<file path="src/rtl/regfile_wb_scoreboard_pkg.sv">
`default_nettype none
// ============================================================================
//  Module      : regfile_wb_scoreboard_pkg
//  Description : Shared widths and types for the decode-stage register file
//                and its pending-write scoreboard.
//  Ports       : none (package)
//  Revision    : 1.0 - initial release
// ============================================================================
package regfile_wb_scoreboard_pkg;

    localparam int REG_DATA_W = 16;  // register width in bits
    localparam int NUM_REGS   = 8;   // architectural registers
    localparam int REG_ADDR_W = 3;   // clog2(NUM_REGS)
    localparam int PEND_W     = 2;   // per-register outstanding-write counter width

    typedef logic [REG_ADDR_W-1:0] reg_addr_t;
    typedef logic [REG_DATA_W-1:0] reg_data_t;
    typedef logic [PEND_W-1:0]     pend_cnt_t;

    // Counter value at which a register cannot accept another issue.
    localparam pend_cnt_t C_PEND_MAX = '1;

endpackage : regfile_wb_scoreboard_pkg
`default_nettype wire

</file>
<file path="src/rtl/regfile_wb_scoreboard_if.sv">
`default_nettype none
// ============================================================================
//  Module      : regfile_wb_scoreboard_if
//  Description : Decode read/issue bus plus write-back bus for the register
//                file. master = decode/write-back side, slave = register file.
//  Signals     : Rx, Ry, use_x, use_y   - read addresses and read-use flags
//                data1, data2           - bypassed read data
//                issue_en, issue_rd     - destination issue from decode
//                stall                  - issue/read must hold
//                wr_en, wr_addr, wr_data- write-back port
//                wb_err                 - sticky write-back protocol error
//  Revision    : 1.0 - initial release
// ============================================================================
interface regfile_wb_scoreboard_if;
    import regfile_wb_scoreboard_pkg::*;

    reg_addr_t Rx;
    reg_addr_t Ry;
    logic      use_x;
    logic      use_y;
    reg_data_t data1;
    reg_data_t data2;
    logic      issue_en;
    reg_addr_t issue_rd;
    logic      stall;
    logic      wr_en;
    reg_addr_t wr_addr;
    reg_data_t wr_data;
    logic      wb_err;

    modport master (
        output Rx, Ry, use_x, use_y, issue_en, issue_rd, wr_en, wr_addr, wr_data,
        input  data1, data2, stall, wb_err
    );

    modport slave (
        input  Rx, Ry, use_x, use_y, issue_en, issue_rd, wr_en, wr_addr, wr_data,
        output data1, data2, stall, wb_err
    );

endinterface : regfile_wb_scoreboard_if
`default_nettype wire

</file>
<file path="src/rtl/regfile_wb_scoreboard_sb.sv">
`default_nettype none
// ============================================================================
//  Module      : regfile_scoreboard
//  Description : Per-register pending-write counters, read-after-write hazard
//                detection, full detection, stall and sticky wb_err.
//  Ports       : clk, reset             - clock, synchronous active-high reset
//                i_rx, i_ry, i_use_x/y  - decode read addresses and use flags
//                i_issue_en, i_issue_rd - destination issue from decode
//                i_wr_en, i_wr_addr     - write-back strobe and destination
//                o_stall                - combinational stall to decode
//                o_wb_err               - registered sticky protocol error
//  Revision    : 1.0 - initial release
// ============================================================================
module regfile_scoreboard
    import regfile_wb_scoreboard_pkg::*;
(
    input  wire       clk,
    input  wire       reset,
    input  reg_addr_t i_rx,
    input  reg_addr_t i_ry,
    input  wire       i_use_x,
    input  wire       i_use_y,
    input  wire       i_issue_en,
    input  reg_addr_t i_issue_rd,
    input  wire       i_wr_en,
    input  reg_addr_t i_wr_addr,
    output logic      o_stall,
    output logic      o_wb_err
);

    pend_cnt_t r_pend_cnt [NUM_REGS];
    logic      r_wb_err;

    logic [NUM_REGS-1:0] w_inc;
    logic [NUM_REGS-1:0] w_dec;
    logic [NUM_REGS-1:0] w_underflow;
    pend_cnt_t           w_cnt_x;
    pend_cnt_t           w_cnt_y;
    logic                w_haz_x;
    logic                w_haz_y;
    logic                w_full;
    logic                w_stall;

    assign w_cnt_x = r_pend_cnt[i_rx];
    assign w_cnt_y = r_pend_cnt[i_ry];

    // A single outstanding write that is retiring this cycle is not a hazard:
    // the write-through bypass hands decode the final value.
    assign w_haz_x = i_use_x && (w_cnt_x != '0) &&
                     !((w_cnt_x == pend_cnt_t'(1)) && i_wr_en && (i_wr_addr == i_rx));
    assign w_haz_y = i_use_y && (w_cnt_y != '0) &&
                     !((w_cnt_y == pend_cnt_t'(1)) && i_wr_en && (i_wr_addr == i_ry));

    assign w_full  = i_issue_en && (r_pend_cnt[i_issue_rd] == C_PEND_MAX);
    assign w_stall = w_haz_x || w_haz_y || w_full;

    for (genvar r = 0; r < NUM_REGS; r++) begin : g_pend
        assign w_inc[r]       = i_issue_en && !w_stall && (i_issue_rd == REG_ADDR_W'(r));
        assign w_dec[r]       = i_wr_en && (i_wr_addr == REG_ADDR_W'(r));
        // Write-back with nothing outstanding for that register.
        assign w_underflow[r] = w_dec[r] && (r_pend_cnt[r] == '0);
    end

    always_ff @(posedge clk) begin
        if (reset) begin
            for (int r = 0; r < NUM_REGS; r++) begin
                r_pend_cnt[r] <= '0;
            end
            r_wb_err <= 1'b0;
        end else begin
            for (int r = 0; r < NUM_REGS; r++) begin
                // inc and dec together cancel; the full check keeps inc from
                // wrapping and the underflow check keeps dec from wrapping.
                if (w_inc[r] && !w_dec[r]) begin
                    r_pend_cnt[r] <= r_pend_cnt[r] + pend_cnt_t'(1);
                end else if (w_dec[r] && !w_inc[r] && (r_pend_cnt[r] != '0)) begin
                    r_pend_cnt[r] <= r_pend_cnt[r] - pend_cnt_t'(1);
                end
            end
            if (|w_underflow) begin
                r_wb_err <= 1'b1;
            end
        end
    end

    assign o_stall  = w_stall;
    assign o_wb_err = r_wb_err;

endmodule : regfile_scoreboard
`default_nettype wire

</file>
<file path="src/rtl/regfile_wb_scoreboard.sv">
`default_nettype none
// ============================================================================
//  Module      : regfile_wb_scoreboard
//  Description : 8 x 16-bit register file with two combinational read ports,
//                write-through bypass from write-back, and a pending-write
//                scoreboard that stalls decode on read-after-write hazards.
//  Ports       : clk   - clock, state updates on rising edge
//                reset - synchronous active-high reset
//                bus   - regfile_wb_scoreboard_if.slave (read, issue,
//                        write-back, stall and wb_err signals)
//  Revision    : 1.0 - initial release
// ============================================================================
module regfile_wb_scoreboard
    import regfile_wb_scoreboard_pkg::*;
(
    input  wire                       clk,
    input  wire                       reset,
    regfile_wb_scoreboard_if.slave    bus
);

    reg_data_t r_rf [NUM_REGS];

    always_ff @(posedge clk) begin
        if (reset) begin
            for (int r = 0; r < NUM_REGS; r++) begin
                r_rf[r] <= '0;
            end
        end else if (bus.wr_en) begin
            r_rf[bus.wr_addr] <= bus.wr_data;
        end
    end

    // Write-through: a write landing this cycle is visible to decode now.
    assign bus.data1 = (bus.wr_en && (bus.wr_addr == bus.Rx)) ? bus.wr_data : r_rf[bus.Rx];
    assign bus.data2 = (bus.wr_en && (bus.wr_addr == bus.Ry)) ? bus.wr_data : r_rf[bus.Ry];

    regfile_scoreboard u_sb (
        .clk        (clk),
        .reset      (reset),
        .i_rx       (bus.Rx),
        .i_ry       (bus.Ry),
        .i_use_x    (bus.use_x),
        .i_use_y    (bus.use_y),
        .i_issue_en (bus.issue_en),
        .i_issue_rd (bus.issue_rd),
        .i_wr_en    (bus.wr_en),
        .i_wr_addr  (bus.wr_addr),
        .o_stall    (bus.stall),
        .o_wb_err   (bus.wb_err)
    );

endmodule : regfile_wb_scoreboard
`default_nettype wire

</file>
<file path="src/flat_wrapper.sv">
// flat-port wrapper written by rule: the top's interface ports become plain ports
module regfile_wb_scoreboard_flat import regfile_wb_scoreboard_pkg::*;
  (clk, reset, bus_Rx, bus_Ry, bus_use_x, bus_use_y, bus_issue_en, bus_issue_rd, bus_wr_en, bus_wr_addr, bus_wr_data, bus_data1, bus_data2, bus_stall, bus_wb_err);
  regfile_wb_scoreboard_if bus_i ();
  input  wire clk;
  input  wire reset;
  input wire logic [$bits(bus_i.Rx)-1:0] bus_Rx;
  input wire logic [$bits(bus_i.Ry)-1:0] bus_Ry;
  input wire logic [$bits(bus_i.use_x)-1:0] bus_use_x;
  input wire logic [$bits(bus_i.use_y)-1:0] bus_use_y;
  input wire logic [$bits(bus_i.issue_en)-1:0] bus_issue_en;
  input wire logic [$bits(bus_i.issue_rd)-1:0] bus_issue_rd;
  input wire logic [$bits(bus_i.wr_en)-1:0] bus_wr_en;
  input wire logic [$bits(bus_i.wr_addr)-1:0] bus_wr_addr;
  input wire logic [$bits(bus_i.wr_data)-1:0] bus_wr_data;
  output wire logic [$bits(bus_i.data1)-1:0] bus_data1;
  output wire logic [$bits(bus_i.data2)-1:0] bus_data2;
  output wire logic [$bits(bus_i.stall)-1:0] bus_stall;
  output wire logic [$bits(bus_i.wb_err)-1:0] bus_wb_err;
  assign bus_i.Rx = bus_Rx;
  assign bus_i.Ry = bus_Ry;
  assign bus_i.use_x = bus_use_x;
  assign bus_i.use_y = bus_use_y;
  assign bus_i.issue_en = bus_issue_en;
  assign bus_i.issue_rd = bus_issue_rd;
  assign bus_i.wr_en = bus_wr_en;
  assign bus_i.wr_addr = bus_wr_addr;
  assign bus_i.wr_data = bus_wr_data;
  assign bus_data1 = bus_i.data1;
  assign bus_data2 = bus_i.data2;
  assign bus_stall = bus_i.stall;
  assign bus_wb_err = bus_i.wb_err;
  regfile_wb_scoreboard u_core (.clk(clk), .reset(reset), .bus(bus_i));
endmodule
</file>
<file path="config.mk">
export PLATFORM = sky130hd
export DESIGN_NAME = regfile_wb_scoreboard_flat
export DESIGN_NICKNAME = d
export VERILOG_FILES = /design/src/rtl/regfile_wb_scoreboard_pkg.sv /design/src/rtl/regfile_wb_scoreboard_if.sv /design/src/rtl/regfile_wb_scoreboard_sb.sv /design/src/rtl/regfile_wb_scoreboard.sv /design/src/flat_wrapper.sv
export SDC_FILE = /design/constraint.sdc
export NUM_CORES = 1
export LEC_CHECK = 0
export ABC_CLOCK_PERIOD_IN_PS = 9550
export CORE_AREA = 2 2 129 131
export CTS_CLUSTER_DIAMETER = 60
export DETAILED_ROUTE_END_ITERATION = 16
export DIE_AREA = 0 0 131 133
export HOLD_SLACK_MARGIN = 0.12
export MAX_ROUTING_LAYER = met4
export PLACE_DENSITY = 0.75
export SLEW_MARGIN = 10
export SYNTH_ARGS = -nofsm -noshare
export SYNTH_HDL_FRONTEND = slang
export SYNTH_SLANG_ARGS = --single-unit
</file>
<file path="constraint.sdc">
create_clock -name clk -period 9.55 [get_ports clk]
set_input_delay 2.3875 -clock clk [delete_from_list [all_inputs] [get_ports clk]]
set_output_delay 2.3875 -clock clk [all_outputs]
set_load 0.05 [all_outputs]
</file>
* After elaboration in Yosys (flattened, before gate mapping) *
Memories as Yosys holds them, arrays and structs flattened.
Index checks and enable logic that the tools add are counted.

word-level totals
  flip-flop bits (word level) = 1
  input bits = 34
  output and inout bits = 34
  memory bits (writable) = 144
  memories kept = 2
  logic and storage cells = 239

operators by class
  equal/unequal tests = 19
  add/sub/neg operators = 16
  reductions and logical operators = 103
  mux-type cells = 82
  bitwise gates (word level) = 16

memory list
  name                    words  width  read ports  clocked after memory_dff  write ports  RTL line                        source
  u_core.r_rf             8      16     2           0                         8            regfile_wb_scoreboard.sv:21     reg_data_t r_rf [NUM_REGS];
  u_core.u_sb.r_pend_cnt  8      2      11          0                         8            regfile_wb_scoreboard_sb.sv:31  pend_cnt_t r_pend_cnt [NUM_REGS];

operators with widths
  cell                                                 count
  2-to-1 mux 1 bit                                     62
  logical AND 1 bit                                    60
  2-to-1 mux 16 bit                                    3
  2-to-1 mux 2 bit                                     16
  equality test 3 bit, second input constant           8
  nonzero test 2 bit                                   10
  logical NOT 1 bit                                    19
  adder 2 x 1 -> 2 bit, second input constant          8
  logical NOT 2 bit                                    8
  OR 1 bit                                             16
  OR reduction 16 bit                                  1
  subtractor 2 x 1 -> 2 bit, second input constant     8
  equality test 3 x 2 -> 1 bit, second input constant  4
  OR reduction 8 bit                                   1
  equality test 3 x 1 -> 1 bit, second input constant  2
  equality test 3 bit                                  2
  logical NOT 3 bit                                    2
  equality test 2 x 1 -> 1 bit, second input constant  2
  2-to-1 mux 3 bit                                     1
  equality test 2 bit, second input constant           1
  logical OR 1 bit                                     2

* Logic depth before layout (Yosys ltp) *
Gate-level depths: netlist (run 1).
An unclocked memory read counts as a cell.

  depth in word-level cells = 19
  mapped depth = 8
  gate-level depth less buffers = 6

* Modules after synthesis *
From an unflattened synthesis (run 1), not the netlist that was laid out.

second synthesis, totals
  cells, all modules = 669
  area, all modules = 9321.4 um2

by module, submodules not included
  module                 cells each  area an instance (um2)  instances
  regfile_wb_scoreboard  445         7453.4                  1
  regfile_scoreboard     224         1868.0                  1

* Least setup slack after synthesis (run 1) *
No wires, ideal clock.

  path type = input to output
  start point = input bus_Ry[0]
  end point = output bus_data2[10]
  buffers on the path = 2
  slack = 2787 ps
  data required time = 7162 ps
  stages = 5
  arrival time = 4375 ps
  cell sequence = buf_2 > buf_1 > mux4_2 > mux2i_1 > a21oi_1

between the ends
  word-level cells in the longest chain between the ends = 3
  elaborated cells on any way between the ends = 4

RTL lines
  what                                                                              RTL line                     source
  start: declaration                                                                flat_wrapper.sv:8            input wire logic [$bits(bus_i.Ry)-1:0] bus_Ry;
  parallel branches: the longest is 2 deep, another holds memory read (8 x 16 bit)  -
  2-to-1 mux 16 bit (*)                                                             regfile_wb_scoreboard.sv:35  assign bus.data2 = (bus.wr_en && (bus.wr_addr == bus.Ry)) ? bus.wr_data : r_rf[bus.Ry];
  end: declaration                                                                  flat_wrapper.sv:17           output wire logic [$bits(bus_i.data2)-1:0] bus_data2;

Mark *: on every way between the ends.

* Worst setup path after layout (run 1) *
  start point = input bus_Rx[2]
  end point = output bus_data1[2]

between the ends
  word-level cells in the longest chain between the ends = 3
  elaborated cells on any way between the ends = 4

RTL lines
  what                                                                              RTL line                     source
  start: declaration                                                                flat_wrapper.sv:7            input wire logic [$bits(bus_i.Rx)-1:0] bus_Rx;
  parallel branches: the longest is 2 deep, another holds memory read (8 x 16 bit)  -
  2-to-1 mux 16 bit (*)                                                             regfile_wb_scoreboard.sv:34  assign bus.data1 = (bus.wr_en && (bus.wr_addr == bus.Rx)) ? bus.wr_data : r_rf[bus.Rx];
  end: declaration                                                                  flat_wrapper.sv:16           output wire logic [$bits(bus_i.data1)-1:0] bus_data1;

Marks and branches as above.

==> reports/qor.yml, run 1 <==
dpl_cell_area_sq_mm: 0.00956
fin_worst_skew_ns: 0.0120
cts_hold_buf: 0
max-clock-path-buffers: 2
synth_cells: 680
dp_hpwl_mm: 15.9
synth-seq-area-share_pct: 49.8
final-setup-viol-count: 0
first_iter_violations: 1009
relSlewSlack_pct: 17.3
status: "finished, final reports clean"
dieArea_sq_mm: 0.0174
p_leak_uw: 0.00380
drc: 0
cp-end-kind: "output port"
fin_area_sq_mm: 0.0102
timing.final.ws_setup_ns: 1.38
worstPathRequired_ns: 7.16
rows: 47
num_vias: 6462
fin_nets: 757
synth_seq_cells: 145
clock_latency_ns: 0.44
clkSinkCount: 145
syn_area_per_cell_sq_um: 12.8
grt_pass1_vias: 6767
critPathMaxFanout: 32
finalCritPeriodShare_pct: 85.5
grt_antenna_before_repair: 0
final.setup.tns_ns: 0
die_x_um: 131
io_buffers: 67
routedWlPerCell_um: 26.4
cts_resized: 0
ir_drop_uv: 120
min_period_ns: 8.17
hold_path_depth: 1
yosys_warnings: 0
cp-start-kind: "input pin"
syn-cell-area_sq_mm: 0.00872
min-delay-path-class: "flip-flop to flip-flop"
drive_above_1_share_pct: 18.4
fillers: 1218
p_per_area_mw_per_mm2: 179
postRouteAntennaNets: 0
place_ws_ns: 1.41
finalPower_uw: 1820
numCtsBuffers: 17
wl_mm: 25.2
cts_tree: "done"
path_clk_slew_ns: 0.06
start_util_pct: 53.9
grt_usage_pct: 31.7
rsz0062_at_grt: "no"
synthTopCellsByArea: "edfxtp_1, mux4_2, and3_1, and2_1, mux2i_1"
syn-num-nets: 715
n_antenna_cell: 0
clk_root_buffer_cell: "clkbuf_16"
grt_max_degree: 72
cap_violations: 0
post_cts_buffers: 0
vias_per_cell: 6.77
slew_viol_final: 0
fp.dieH_um: 133
boundaryPins: 68
synth_edf_count: 144
synth_top_area_cell: "edfxtp_1"
hold_violations: 0
gp_congestion: 0.922
firstDrtPassIters: 5
core_sq_mm: 0.0162
worstPathArrival_ns: 5.78
ys.flop_type: "edfxtp_1"
worst_pin_slew_ns: 1.24
grt_pass1_wl_mm: 38.7
synth.top_cell.area_share_pct: 49.6
gr-total-overflow: 0
criticalPathCategory: "input pin to output port"
fmax_mhz: 122
r2r_cells: 6
area_growth_pct: 16.5
htree_levels: 4
async_flop_share_pct: 0
yosysUniqueCellTypes: 55
==> layout make-up <==
type                            instances  area (sq um)  share of cell area, %
Sequential cell                       145          4340                   42.8
Tap cell                              220           275                   2.71
Clock buffer                           18           429                   4.23
Clock inverter                         14           165                   1.63
Inverter                               16          60.1                  0.592
Timing Repair Buffer                   80           748                   7.37
Multi-Input combinational cell        462          4130                   40.7
==> synth_stat cells (4+ instances only) <==
master and instances:
and3_1 68, a21oi_1 40, xor2_1 6, o41ai_1 5, buf_1 10, nand2_1 20, nand2b_1 4, mux4_2 72
and2_1 66, nand3_1 10, nor3_1 10, mux2i_1 38, o21ai_0 7, nor2_1 55, clkbuf_1 43, nor2b_1 4
xnor2_1 4, edfxtp_1 144, inv_1 16
==> final timing paths <==
kind / end / start / slack (ns)
min: u_core.u_sb.r_pend_cnt[5][0] / u_core.u_sb.r_pend_cnt[5][0] / 0.63
max: bus_data1[2] / bus_Rx[2] / 1.38
min reg2reg: u_core.u_sb.r_pend_cnt[5][0] / u_core.u_sb.r_pend_cnt[5][0] / 0.63
max reg2reg: u_core.u_sb.r_pend_cnt[4][1] / u_core.u_sb.r_pend_cnt[7][1] / 6.52
==> sequential cells by signal (all words and copies together) (netlist names) <==
register / count
u_core.u_sb.r_pend_cnt: 16
u_core.u_sb.o_wb_err: 1
u_core.r_rf: 128
==> critical path: stages <==
cell and delay (ns):
clkdlybuf4s50_1 0.46, buf_4 0.37, xor2_1 0.18, or4_1 1.03
a21oi_1 0.45, clkdlybuf4s50_1 0.88
==> cells by family (layout without fill, tap and decap cells) <==
logic type / Yosys count / after routing / synth area share, %
AND/OR/NAND/NOR: 255 / 255 / 16.2
flip-flops: 145 / 145 / 49.8
multiplexers: 110 / 110 / 23.0
AO/OA/AOI/OAI: 86 / 86 / 6.60
buffers and inverters: 73 / 128 / 3.23
XOR/XNOR: 10 / 10 / 1.00
adder cells (fa/ha/maj): 1 / 1 / 0.144
==> where the power goes <==
part           switching (uW)  total (uW)  internal (uW)
clock network             266         675            409
logic                     229         371            142
registers                28.3         773            745
==> through the flow <==
step           util (%)  hold slack (ns)  cells
5_1_grt            62.8            0.665    955
2_1_floorplan         -            0.562    680
4_1_cts            62.8            0.639    955
6_report           62.8            0.635    955
3_5_place_dp       59.1            0.629    923
3_3_place_gp       59.1            0.619    923
==> cells in the final DEF, fill, tap and decap left out, drive strengths merged, types with 4 or more instances in the layout <==
| master | count |
|---|---|
| edfxtp | 144 |
| a221oi | 4 |
| clkinv | 7 |
| nand2b | 4 |
| clkdlybuf4s50 | 63 |
| clkbuf | 18 |
| nor3 | 11 |
| nor2 | 55 |
| xor2 | 6 |
| nand2 | 20 |
| inv | 17 |
| nand3 | 10 |
| xnor2 | 4 |
| nor2b | 4 |
| o41ai | 5 |
| and2 | 66 |
| and3 | 68 |
| o21ai | 7 |
| a21oi | 40 |
| buf | 17 |
| mux4 | 72 |
| mux2i | 38 |
==> per-layer routing <==
layer	track usage [%]	routed length, um	vias up
li1	-	-	2740
met1	40.0	9280	3246
met2	50.8	12800	407
met3	7.60	2410	69
met4	9.93	714	0
met5	-	0	-
(Power assumes the default switching activity.)
==> inputs of run 2 (changes only) <==
Settings changed: DONT_BUFFER_PORTS from default to 1, PLACE_DENSITY 0.75 to 0.7.
==> reports/qor.yml, run 2 (synthesis results as in run 1) <==
dp_cells: 852  # was 923
criticalPathCategory: "input pin to output port"  # unchanged
cts_hold_buf: 0  # unchanged
grt_usage_pct: 30.2  # was 31.7%
io_buffers: 0  # was 67
drc: 0  # unchanged
clock_latency_ns: 0.43  # was 0.44 ns
fin_cells: 884  # was 955
min-delay-path-class: "flip-flop to flip-flop"  # unchanged
num_vias: 6122  # was 6462
critPathMaxFanout: 37  # was 32
utilization_pct: 58.8  # was 62.8%
status: "finished, final reports clean"  # unchanged
regMostFlops: "u_core.r_rf"  # unchanged
fillers: 1285  # was 1218
dp_hpwl_mm: 15.9  # about the same
cp.depth: 3  # was 6
cap_violations: 0  # unchanged
grt_max_degree: 72  # unchanged
rows: 47  # unchanged
max_stage_delay_ns: 1.02  # was 1.03 ns
n_antenna_cell: 0  # unchanged
finalPower_uw: 1780  # was 1820 uW
final-setup-viol-count: 0  # unchanged
grt_pass1_vias: 6260  # was 6767
firstDrtPassIters: 5  # unchanged
clkSinkCount: 145  # unchanged
worst_pin_slew_ns: 1.21  # was 1.24 ns
worstPathArrival_ns: 4.59  # was 5.78 ns
routedWlPerCell_um: 28.1  # was 26.4 um
numCtsBuffers: 17  # unchanged
grt_antenna_before_repair: 0  # unchanged
boundaryPins: 68  # unchanged
first_iter_violations: 773  # was 1009
gp_congestion: 0.901  # was 0.922
cp-start-kind: "input pin"  # unchanged
timing.final.ws_setup_ns: 2.57  # was 1.38 ns
final_common_cell: "edfxtp_1"  # unchanged
finalCritPeriodShare_pct: 73.1  # was 85.5%
critical_path.top_delay_family: "compound AO/OA/AOI/OAI gates"  # was buffers and inverters
hold_violations: 0  # unchanged
fin_nets: 686  # was 757
relSlewSlack_pct: 19.6  # was 17.3%
worstPathRequired_ns: 7.16  # about the same
post_cts_buffers: 0  # unchanged
p_per_area_mw_per_mm2: 187  # was 179 mW/mm^2
cts_tree: "done"  # unchanged
fmax_mhz: 143  # was 122 MHz
die_x_um: 131  # unchanged
start_util_pct: 53.9  # unchanged
path_clk_slew_ns: 0.06  # about the same
fp.dieH_um: 133  # unchanged
clk_root_buffer_cell: "clkbuf_16"  # unchanged
cp_num_buf_inv: 0  # was 3
cp-end-kind: "output port"  # unchanged
fin_worst_skew_ns: 0.00606  # was 0.0120 ns
crit_chain: "xor2_1, or4_1, a21oi_1"  # was clkdlybuf4s50_1, buf_4, xor2_1, or4_1, a21oi_1, clkdlybuf4s50_1
ir_drop_uv: 127  # was 120 uV
drive_above_1_share_pct: 18.7  # was 18.4%
final_cell_mix: "edfxtp_1, mux4_2, and3_1"  # unchanged
hold_path_depth: 1  # unchanged
dieArea_sq_mm: 0.0174  # unchanged
min_period_ns: 6.98  # was 8.17 ns
r2r_cells: 6  # unchanged
area_growth_pct: 9.04  # was 16.5%
vias_per_cell: 6.93  # was 6.77
slew_viol_final: 0  # unchanged
wl_mm: 24.8  # was 25.2 mm
p_leak_uw: 0.00354  # was 0.00380 uW
core_sq_mm: 0.0162  # unchanged
cp_slowest_cell: "a21oi_1"  # was or4_1
grt_pass1_wl_mm: 36.8  # was 38.7 mm
max-clock-path-buffers: 2  # unchanged
rsz0062_at_grt: "no"  # unchanged
postRouteAntennaNets: 0  # unchanged
gr-total-overflow: 0  # unchanged
htree_levels: 4  # unchanged
final.setup.tns_ns: 0  # unchanged
place_ws_ns: 2.60  # was 1.41 ns
cts_resized: 0  # unchanged
largest_register_ffs: 128  # unchanged
==> run 2: changes by cell type in the layout (fill, tap and decap cells not counted), sizes merged <==
cell,previous run,this run
clkdlybuf4s50,63,0
inv,17,18
buf,17,9
clkinv,7,4
clkbuf,18,19
bufinv,3,5
clkinvlp,3,2
==> run 2: cell type report <==
cell class	instances	area, sq um	share of cell area [%]
inverters	16	60.1	0.632
clock inverters	13	209	2.20
flip-flops and latches	145	4340	45.7
multi-input cells	462	4120	43.3
clock buffers	19	433	4.55
repair buffers	9	67.6	0.711
well taps	220	275	2.90
==> run 2: worst register-to-register path, cell delays in order (launching register included) <==
cell and delay (ns):
edfxtp_1 0.51, mux4_2 0.53, o41ai_1 0.10, a221oi_2 0.19, nor3b_4 0.69, or4b_1 0.57, o211ai_1 0.18
==> run 2: power breakdown <==
group | internal (uW) | leakage, uW | total (uW) | switching (uW)
Combinational | 92.1 | 0.00182 | 272 | 179
Clock | 464 | 0.000306 | 735 | 271
Sequential | 745 | 0.00141 | 774 | 29.2
==> run 2: routing by layer <==
layer / vias up / GRT usage (%) / routed length, um
li1: 2588 / - / -
met3: 62 / 6.79 / 2350
met4: 0 / 11.7 / 693
met2: 349 / 47.9 / 12400
met1: 3123 / 38.0 / 9400
met5: - / - / 0
==> run 2: per-stage QoR <==
stage          hold WS (ns)  instance area, sq um
3_3_place_gp          0.605                  8860
4_1_cts               0.624                  9510
5_1_grt               0.651                  9510
2_1_floorplan         0.562                  8720
3_5_place_dp          0.614                  8860
6_report              0.628                  9510
==> run 2: final timing paths <==
path | start | endpoint | slack (ns)
worst max-delay path | bus_Rx[0] | bus_data1[8] | 2.57
worst min-delay path | u_core.u_sb.r_pend_cnt[5][0] | u_core.u_sb.r_pend_cnt[5][0] | 0.63
worst min register to register | u_core.u_sb.r_pend_cnt[5][0] | u_core.u_sb.r_pend_cnt[5][0] | 0.63
worst max register to register | u_core.u_sb.r_pend_cnt[7][0] | u_core.u_sb.r_pend_cnt[4][0] | 6.46
==> inputs of run 3 (changes only) <==
Settings changed: ABC_CLOCK_PERIOD_IN_PS 9550 to 7000.
Clock period 9.55 ns to 7 ns, I/O delays scaled along.
==> reports/qor.yml, run 3 (synthesis results as in run 1) <==
max_stage_delay_ns: 1.06  # was 1.02 ns
cp-end-kind: "output port"  # unchanged
post_cts_buffers: 0  # unchanged
dp_hpwl_mm: 15.3  # was 15.9 mm
final_cell_mix: "edfxtp_1, mux4_2, and3_1"  # unchanged
cts_resized: 0  # unchanged
area_growth_pct: 11.0  # was 9.04%
drive_above_1_share_pct: 22.2  # was 18.7%
grt_antenna_before_repair: 0  # unchanged
cts_tree: "done"  # unchanged
grt_pass1_wl_mm: 37.0  # was 36.8 mm
rsz0062_at_grt: "no"  # unchanged
core_sq_mm: 0.0162  # unchanged
drc: 0  # unchanged
timing.final.ws_setup_ns: 1.49  # was 2.57 ns
slew_viol_final: 0  # unchanged
worst_pin_slew_ns: 1.23  # was 1.21 ns
fin_worst_skew_ns: 0.00820  # was 0.00606 ns
p_per_area_mw_per_mm2: 245  # was 187 mW/mm^2
n_antenna_cell: 0  # unchanged
fp.dieH_um: 133  # unchanged
grt_max_degree: 73  # was 72
worstPathArrival_ns: 3.76  # was 4.59 ns
vias_per_cell: 6.86  # was 6.93
reg2reg_slack_ns: 3.87  # was 6.46 ns
final-setup-viol-count: 0  # unchanged
wl_mm: 24.9  # was 24.8 mm
numCtsBuffers: 17  # unchanged
grt_usage_pct: 30.4  # was 30.2%
gr-total-overflow: 0  # unchanged
largest_register_ffs: 128  # unchanged
routedWlPerCell_um: 27.3  # was 28.1 um
clock_latency_ns: 0.43  # about the same
cp-start-kind: "input pin"  # unchanged
fmax_mhz: 181
regMostFlops: "u_core.r_rf"  # unchanged
status: "finished, final reports clean"  # unchanged
finalCritPeriodShare_pct: 78.8
htree_levels: 4  # unchanged
die_x_um: 131  # unchanged
final_common_cell: "edfxtp_1"  # unchanged
cap_violations: 0  # unchanged
io_buffers: 0  # unchanged
grt_pass1_vias: 6269  # was 6260
gp_congestion: 0.902  # was 0.901
num_vias: 6266  # was 6122
min_period_ns: 5.51
path_clk_slew_ns: 0.06  # about the same
criticalPathCategory: "input pin to output port"  # unchanged
rows: 47  # unchanged
fin_nets: 718  # was 686
firstDrtPassIters: 5  # unchanged
cts_hold_buf: 0  # unchanged
critPathMaxFanout: 32  # was 37
clk_root_buffer_cell: "clkbuf_16"  # unchanged
hold_violations: 0  # unchanged
relSlewSlack_pct: 17.9  # was 19.6%
cp_slowest_cell: "or4_1"  # was a21oi_1
start_util_pct: 53.9  # unchanged
min-delay-path-class: "flip-flop to flip-flop"  # unchanged
ir_drop_uv: 174  # was 127 uV
postRouteAntennaNets: 0  # unchanged
boundaryPins: 68  # unchanged
dieArea_sq_mm: 0.0174  # unchanged
p_leak_uw: 0.00366  # was 0.00354 uW
final.setup.tns_ns: 0  # unchanged
max-clock-path-buffers: 2  # unchanged
first_iter_violations: 843  # was 773
clkSinkCount: 145  # unchanged
place_ws_ns: 1.54  # was 2.60 ns
crit_chain: "xor2_1, or4_1, a21oi_1, buf_4"  # was xor2_1, or4_1, a21oi_1
worstPathRequired_ns: 5.25  # was 7.16 ns
-- run 3: path summary, 6_finish.rpt --
kind / depth (start not counted) / from / end
max: 4 / bus_wr_addr[2] / bus_data1[10]
min reg2reg: 1 / u_core.u_sb.r_pend_cnt[3][0] / u_core.u_sb.r_pend_cnt[3][0]
min: 1 / u_core.u_sb.r_pend_cnt[3][0] / u_core.u_sb.r_pend_cnt[3][0]
max reg2reg: 6 / u_core.u_sb.r_pend_cnt[7][1] / u_core.u_sb.r_pend_cnt[4][1]
-- run 3: where the power goes --
| group | switching, uW | total (uW) | leakage [uW] | internal, uW |
|---|---|---|---|---|
| Sequential | 38.5 | 1050 | 0.00141 | 1020 |
| Combinational | 255 | 419 | 0.00198 | 164 |
| Clock | 348 | 897 | 0.000275 | 550 |
| Total | 641 | 2370 | 0.00366 | 1730 |
-- run 3: per-layer routing --
layer | track usage (%) | up-vias | routed length, um
li1 | - | 2651 | -
met1 | 38.9 | 3107 | 9050
met2 | 46.1 | 440 | 12100
met3 | 8.17 | 68 | 2900
met4 | 12.5 | 0 | 855
met5 | - | - | 0
-- run 3: worst max-delay path, delay by kind of cell --
kind | cells | cell delay [ns]
AOI/OAI and AO/OA | 1 | 0.51
xor gates and xnor gates | 1 | 0.17
buffers and inverters | 1 | 0.27
and+or+nand+nor | 1 | 1.06
-- run 3: cell type report --
| class | count | area [sq um] |
|---|---|---|
| clock inverters | 12 | 145 |
| fillers | 1275 | 6500 |
| flip-flops and latches | 145 | 4340 |
| clock buffers | 17 | 425 |
| well taps | 220 | 275 |
| multi-input cells | 462 | 4120 |
| repair buffers | 41 | 308 |
| inverters | 16 | 60.1 |
-- run 3: through the flow --
| stage | total power [uW] | cells | utilization, % | hold WS [ns] | area (sq um) |
|---|---|---|---|---|---|
| CTS | 2370 | 913 | 59.8 | 0.627 | 9670 |
| global placement | 1470 | 884 | 56.3 | 0.601 | 9100 |
| detailed placement | 1490 | 884 | 56.3 | 0.618 | 9100 |
| finish | 2370 | 913 | 59.8 | 0.648 | 9670 |
| floorplan | 1390 | 680 | - | 0.562 | 8720 |
| global route | 2440 | 913 | 59.8 | 0.674 | 9670 |
